<file path="src/rtl/fm_cmn_bram_fifo_ctrl_if.sv">
// rtl/fm_cmn_bram_fifo_ctrl_if.sv - write/read stream and RAM port bundle for the BRAM FIFO controller
interface fm_cmn_bram_fifo_ctrl_if #(
  parameter int P_WIDTH = 32,
  parameter int P_RANGE = 4
);
  logic               flush;
  logic               wvalid;
  logic               wready;
  logic [P_WIDTH-1:0] wdata;
  logic               rvalid;
  logic               rready;
  logic [P_WIDTH-1:0] rdata;
  logic [P_RANGE+1:0] count;
  logic               ram_we;
  logic [P_RANGE-1:0] ram_a;
  logic [P_WIDTH-1:0] ram_di;
  logic [P_RANGE-1:0] ram_dpra;
  logic [P_WIDTH-1:0] ram_dpo;

  modport master (
    output flush, wvalid, wdata, rready, ram_dpo,
    input  wready, rvalid, rdata, count, ram_we, ram_a, ram_di, ram_dpra
  );

  modport slave (
    input  flush, wvalid, wdata, rready, ram_dpo,
    output wready, rvalid, rdata, count, ram_we, ram_a, ram_di, ram_dpra
  );
endinterface

</file>
<file path="src/rtl/fm_cmn_bram_fifo_ctrl.sv">
// rtl/fm_cmn_bram_fifo_ctrl.sv - show-ahead FIFO over an external dual-port BRAM with a 2-slot skid buffer
module fm_cmn_bram_fifo_ctrl #(
  parameter int P_WIDTH = 32,
  parameter int P_RANGE = 4,
  parameter int P_DEPTH = 1 << P_RANGE
) (
  input logic                      clk,
  input logic                      rst,
  fm_cmn_bram_fifo_ctrl_if.slave   bus
);
  localparam logic [P_RANGE:0] L_FULL = (P_RANGE+1)'(P_DEPTH);

  logic [P_RANGE-1:0] wptr;
  logic [P_RANGE-1:0] rptr;
  logic [P_RANGE:0]   ram_cnt;
  logic               rd_pend;
  logic [1:0]         out_cnt;
  logic [P_WIDTH-1:0] slot0;
  logic [P_WIDTH-1:0] slot1;

  logic       wr;
  logic       pop;
  logic       issue;
  logic       cap;
  logic [1:0] oc_after;

  assign bus.wready = (ram_cnt != L_FULL) && !bus.flush;
  assign wr         = bus.wvalid && bus.wready;
  assign bus.rvalid = (out_cnt != 2'd0) && !bus.flush;
  assign pop        = bus.rvalid && bus.rready;
  // Only issue a read when the skid buffer is guaranteed a free slot when the data returns.
  assign issue      = (ram_cnt != '0) && !bus.flush &&
                      ((({1'b0, out_cnt} + {2'b00, rd_pend}) <= 3'd1) || pop);
  assign cap        = rd_pend && !bus.flush;
  assign oc_after   = out_cnt - {1'b0, pop};

  assign bus.ram_we   = wr;
  assign bus.ram_a    = wptr;
  assign bus.ram_di   = bus.wdata;
  assign bus.ram_dpra = rptr;
  assign bus.rdata    = slot0;
  assign bus.count    = {1'b0, ram_cnt} + (P_RANGE+2)'(rd_pend) + (P_RANGE+2)'(out_cnt);

  always_ff @(posedge clk or posedge rst) begin
    if (rst) begin
      wptr    <= '0;
      rptr    <= '0;
      ram_cnt <= '0;
      rd_pend <= 1'b0;
      out_cnt <= 2'd0;
      slot0   <= '0;
      slot1   <= '0;
    end else if (bus.flush) begin
      wptr    <= '0;
      rptr    <= '0;
      ram_cnt <= '0;
      rd_pend <= 1'b0;
      out_cnt <= 2'd0;
      slot0   <= '0;
      slot1   <= '0;
    end else begin
      if (wr)    wptr <= wptr + 1'b1;
      if (issue) rptr <= rptr + 1'b1;
      case ({wr, issue})
        2'b10:   ram_cnt <= ram_cnt + 1'b1;
        2'b01:   ram_cnt <= ram_cnt - 1'b1;
        default: ram_cnt <= ram_cnt;
      endcase
      rd_pend <= issue;
      if (pop) slot0 <= slot1;
      // Returning word lands in the lowest slot left free after this edge's pop.
      if (cap) begin
        if (oc_after == 2'd0) slot0 <= bus.ram_dpo;
        else                  slot1 <= bus.ram_dpo;
      end
      out_cnt <= oc_after + {1'b0, cap};
    end
  end
endmodule
</file>
<file path="src/flat_wrapper.sv">
// flat-port wrapper written by rule: the top's interface ports become plain ports
module fm_cmn_bram_fifo_ctrl_flat 
#(
  parameter int P_WIDTH = 32,
  parameter int P_RANGE = 4,
  parameter int P_DEPTH = 1 << P_RANGE
)
  (clk, rst, bus_flush, bus_wvalid, bus_wdata, bus_rready, bus_ram_dpo, bus_wready, bus_rvalid, bus_rdata, bus_count, bus_ram_we, bus_ram_a, bus_ram_di, bus_ram_dpra);
  fm_cmn_bram_fifo_ctrl_if #(.P_WIDTH(P_WIDTH), .P_RANGE(P_RANGE)) bus_i ();
  input logic clk;
  input logic rst;
  input wire logic [$bits(bus_i.flush)-1:0] bus_flush;
  input wire logic [$bits(bus_i.wvalid)-1:0] bus_wvalid;
  input wire logic [$bits(bus_i.wdata)-1:0] bus_wdata;
  input wire logic [$bits(bus_i.rready)-1:0] bus_rready;
  input wire logic [$bits(bus_i.ram_dpo)-1:0] bus_ram_dpo;
  output wire logic [$bits(bus_i.wready)-1:0] bus_wready;
  output wire logic [$bits(bus_i.rvalid)-1:0] bus_rvalid;
  output wire logic [$bits(bus_i.rdata)-1:0] bus_rdata;
  output wire logic [$bits(bus_i.count)-1:0] bus_count;
  output wire logic [$bits(bus_i.ram_we)-1:0] bus_ram_we;
  output wire logic [$bits(bus_i.ram_a)-1:0] bus_ram_a;
  output wire logic [$bits(bus_i.ram_di)-1:0] bus_ram_di;
  output wire logic [$bits(bus_i.ram_dpra)-1:0] bus_ram_dpra;
  assign bus_i.flush = bus_flush;
  assign bus_i.wvalid = bus_wvalid;
  assign bus_i.wdata = bus_wdata;
  assign bus_i.rready = bus_rready;
  assign bus_i.ram_dpo = bus_ram_dpo;
  assign bus_wready = bus_i.wready;
  assign bus_rvalid = bus_i.rvalid;
  assign bus_rdata = bus_i.rdata;
  assign bus_count = bus_i.count;
  assign bus_ram_we = bus_i.ram_we;
  assign bus_ram_a = bus_i.ram_a;
  assign bus_ram_di = bus_i.ram_di;
  assign bus_ram_dpra = bus_i.ram_dpra;
  fm_cmn_bram_fifo_ctrl #(.P_WIDTH(P_WIDTH), .P_RANGE(P_RANGE), .P_DEPTH(P_DEPTH)) u_core (.clk(clk), .rst(rst), .bus(bus_i));
endmodule
</file>
<file path="config.mk">
export PLATFORM = sky130hd
export DESIGN_NAME = fm_cmn_bram_fifo_ctrl_flat
export DESIGN_NICKNAME = d
export VERILOG_FILES = /design/src/rtl/fm_cmn_bram_fifo_ctrl_if.sv /design/src/rtl/fm_cmn_bram_fifo_ctrl.sv /design/src/flat_wrapper.sv
export SDC_FILE = /design/constraint.sdc
export NUM_CORES = 1
export LEC_CHECK = 0
export ABC_AREA = 1
export CAP_MARGIN = 20
export CORE_MARGIN = 2
export CORE_UTILIZATION = 47
export CTS_BUF_LIST = sky130_fd_sc_hd__clkbuf_2
export CTS_CLUSTER_SIZE = 10
export DETAILED_ROUTE_END_ITERATION = 10
export PLACE_DENSITY = 0.82
export SLEW_MARGIN = 10
export SYNTH_ARGS = -nofsm -noshare
export SYNTH_HDL_FRONTEND = slang
export SYNTH_SLANG_ARGS = --single-unit
</file>
<file path="constraint.sdc">
create_clock -name clk -period 4.36 [get_ports clk]
set_clock_uncertainty 0.2 [all_clocks]
set_input_delay 1.308 -clock clk [delete_from_list [all_inputs] [get_ports clk]]
set_output_delay 1.308 -clock clk [all_outputs]
set_load 0.01 [all_outputs]
</file>
==> run metrics, run 1 <==
Total GRT Usage=19.4%; register bit count reported by yosys=80; DP HPWL=6210 µm; Worst EP arrival=2.61 ns; Async S/R FF share, synth=100%; worst-path fanout max=4; vias in the first global route=3,525; dominant cells by area after synthesis=dfrtp_1, o21ai_0, nand2_1; H-tree depth=3; RSZ-0062 raised after global routing=no; min cycle time layout=4.12 ns; Die Height=98.7 µm; Startpoint Class=input port; area occupied by multi-input gates=0.00158 mm²; share of cells above drive strength 1=5.65%; Slew @ Worst Pin=0.667 ns; Hold Path Class=reg -> reg; global route total overflow=0; clock sink count=80; crit-path cells=clkdlybuf4s50_1, inv_2, nand3_2, inv_1, clkdlybuf4s50_1; Cells after Synth=499; ANT nets after route=0; Cell Rows=34; vias=3,475; port bufs=85; Crit Path Class=in -> out; Reg area=0.00200 mm²; # setup viols final=0; Yosys warnings=0; Worst EP required=2.85 ns; number of diodes=0; Detailed Route WL=9140 µm; CTS tree=done; hold_ws=0.309 ns; Synth top area share=47.5%; largest net degree at the start of global routing=65; first-pass GRT wire length=15,500 µm; die area=0.00974 mm²; nets=630; Yosys top cell by area=dfrtp_1; EDFF count, synth=0; Slew Limit Fails=0; Filler Cells Inserted=760; Tcrit/Tclk final=94.4%; Root Buffer=clkbuf_2; routed vias/inst=5.29; routability cong.=0.801; critical path capture point type=output pin; Hold Vio Cnt, Final=0; Commonest cells post-synth=o21ai_0, dfrtp_1, nand2_1; clock slew at reported path FFs=0.19 ns; # Post-CTS Setup Buffers=0; Initial Util=48.4%; CTS buffer count=9; outcome=complete, no violations; Syn Nets=583; Post-CTS Hold Fix Bufs=0; IR drop worst, VDD=227 µV; Synth cell types=24; count leader, synth=o21ai_0; clock latency at the later pin of the worst-skew pair=0.51 ns; CTS resizes=0; Pleak=2.25 nW; most frequent CP cell=clkdlybuf4s50_1; fmax=243 MHz; First-pass DRT Iterations=4; Max Cap Viol=0; chip width=98.7 µm; io pins=150; max_slew headroom=55.5%; Syn Std Cell Area=0.00422 mm²; power density over the cells=498 mW/mm²; r2r setup slk=1.43 ns; WL per Instance=13.9 µm; antenna violations before repair=0; syn_area_per_cell=8.45 µm²; CP max stage delay=0.56 ns; prevailing post-synth register cell=dfrtp_1; Setup TNS=0 ns; synth-to-layout area growth=18.2%; CTS max path bufs=2; core outline area=0.00872 mm²; Seq/Total Area, Yosys=47.5%; residual DRC count=0; First DRT Iteration DRCs=120; critical path's slowest cell=clkdlybuf4s50_1
## metrics by stage
stage | total power (W) | cells | setup WS (ns) | util, % | cell area, µm²
CTS | 0.00251 | 657 | 0.194 | 57.2 | 4990
global route | 0.00268 | 657 | 0.0613 | 57.2 | 4990
detailed placement | 0.00212 | 643 | 0.201 | 56.1 | 4890
finish | 0.00248 | 657 | 0.242 | 57.2 | 4990
global placement | 0.00208 | 643 | 0.248 | 56.1 | 4890
floorplan | 0.00170 | 499 | 0.800 | - | 4220
## worst max-delay path, delay by kind of cell
family | cells | cell delay [ns]
and+or+nand+nor | 1 | 0.08
buffers and inverters | 4 | 1.23
## kinds of logic (layout without fill, tap and decap cells)
logic type	after synthesis	count (layout)	share of synthesized area, %
XOR/XNOR	6	6	1.25
adder cells (fa/ha/maj)	15	15	4.99
AND/OR/NAND/NOR	131	131	13.6
buffers and inverters	121	171	15.1
AO/OA/AOI/OAI	146	146	17.6
flip-flops	80	80	47.5
## state kept, by name, summed over array words and instances, names as in the netlist
signal and flops:
u_core.ram_cnt 5, u_core.bus.rdata 32, u_core.bus.ram_dpra 4, u_core.bus.ram_a 4, u_core.out_cnt 2, u_core.rd_pend 1, u_core.slot1 32
## where the power goes
part	leakage [nW]	switching, W	internal [W]
Sequential	1.06	0.000116	0.000920
Clock	0.0636	0.000248	0.000127
Combinational	1.12	0.000571	0.000501
Total	2.25	0.000935	0.00155
## metal layers
| metal | GRT usage, % | up-vias | routed length (µm) |
|---|---|---|---|
| li1 | - | 1694 | - |
| met1 | 24.3 | 1668 | 3980 |
| met2 | 33.2 | 102 | 4580 |
| met3 | 3.90 | 11 | 468 |
| met4 | 7.27 | 0 | 109 |
| met5 | 0 | - | 0 |
## placed cells by master, fill, tap and decap left out, types with 2 or more instances in the layout
cell type and n:
o21ai_1 7, nand2_1 68, xor2_1 5, clkdlybuf4s50_1 85
nand3_1 44, nand3_2 2, ha_1 12, nor2_1 11
o21ai_0 99, nor3_1 2, inv_1 59, clkinv_2 3
a21oi_1 39, fa_1 3, buf_4 9, nand3b_1 2
dfrtp_1 80, clkbuf_2 10
## final timing paths
kind,cells past startpoint,start,end
setup / recovery,5,bus_flush,bus_ram_we
hold / removal,1,u_core.bus.ram_a[2]$_DFFE_PP0P_,u_core.bus.ram_a[2]$_DFFE_PP0P_
setup reg to reg,15,u_core.out_cnt[1]$_DFF_PP0_,u_core.ram_cnt[4]$_DFFE_PP0P_
hold reg to reg,1,u_core.bus.ram_a[2]$_DFFE_PP0P_,u_core.bus.ram_a[2]$_DFFE_PP0P_
max in group asynchronous,3,rst,u_core.bus.ram_a[2]$_DFFE_PP0P_
min in group asynchronous,2,rst,u_core.slot1[13]$_DFFE_PP0P_
## layout make-up
| type | count | share of cell area (%) |
|---|---|---|
| Timing Repair Buffer | 95 | 18.8 |
| Multi-Input combinational cell | 298 | 31.7 |
| Inverter | 62 | 4.69 |
| Clock inverter | 4 | 0.954 |
| Tap cell | 108 | 2.71 |
| Clock buffer | 10 | 1.00 |
| Sequential cell | 80 | 40.2 |
(Power assumes the default switching activity.)
==> run 2, diff against run 1 <==
Settings changed: GPL_ROUTABILITY_DRIVEN from default to 0.
==> results of run 2 <==
No change in the layout: final DEF, timing and power equal those of run 1.
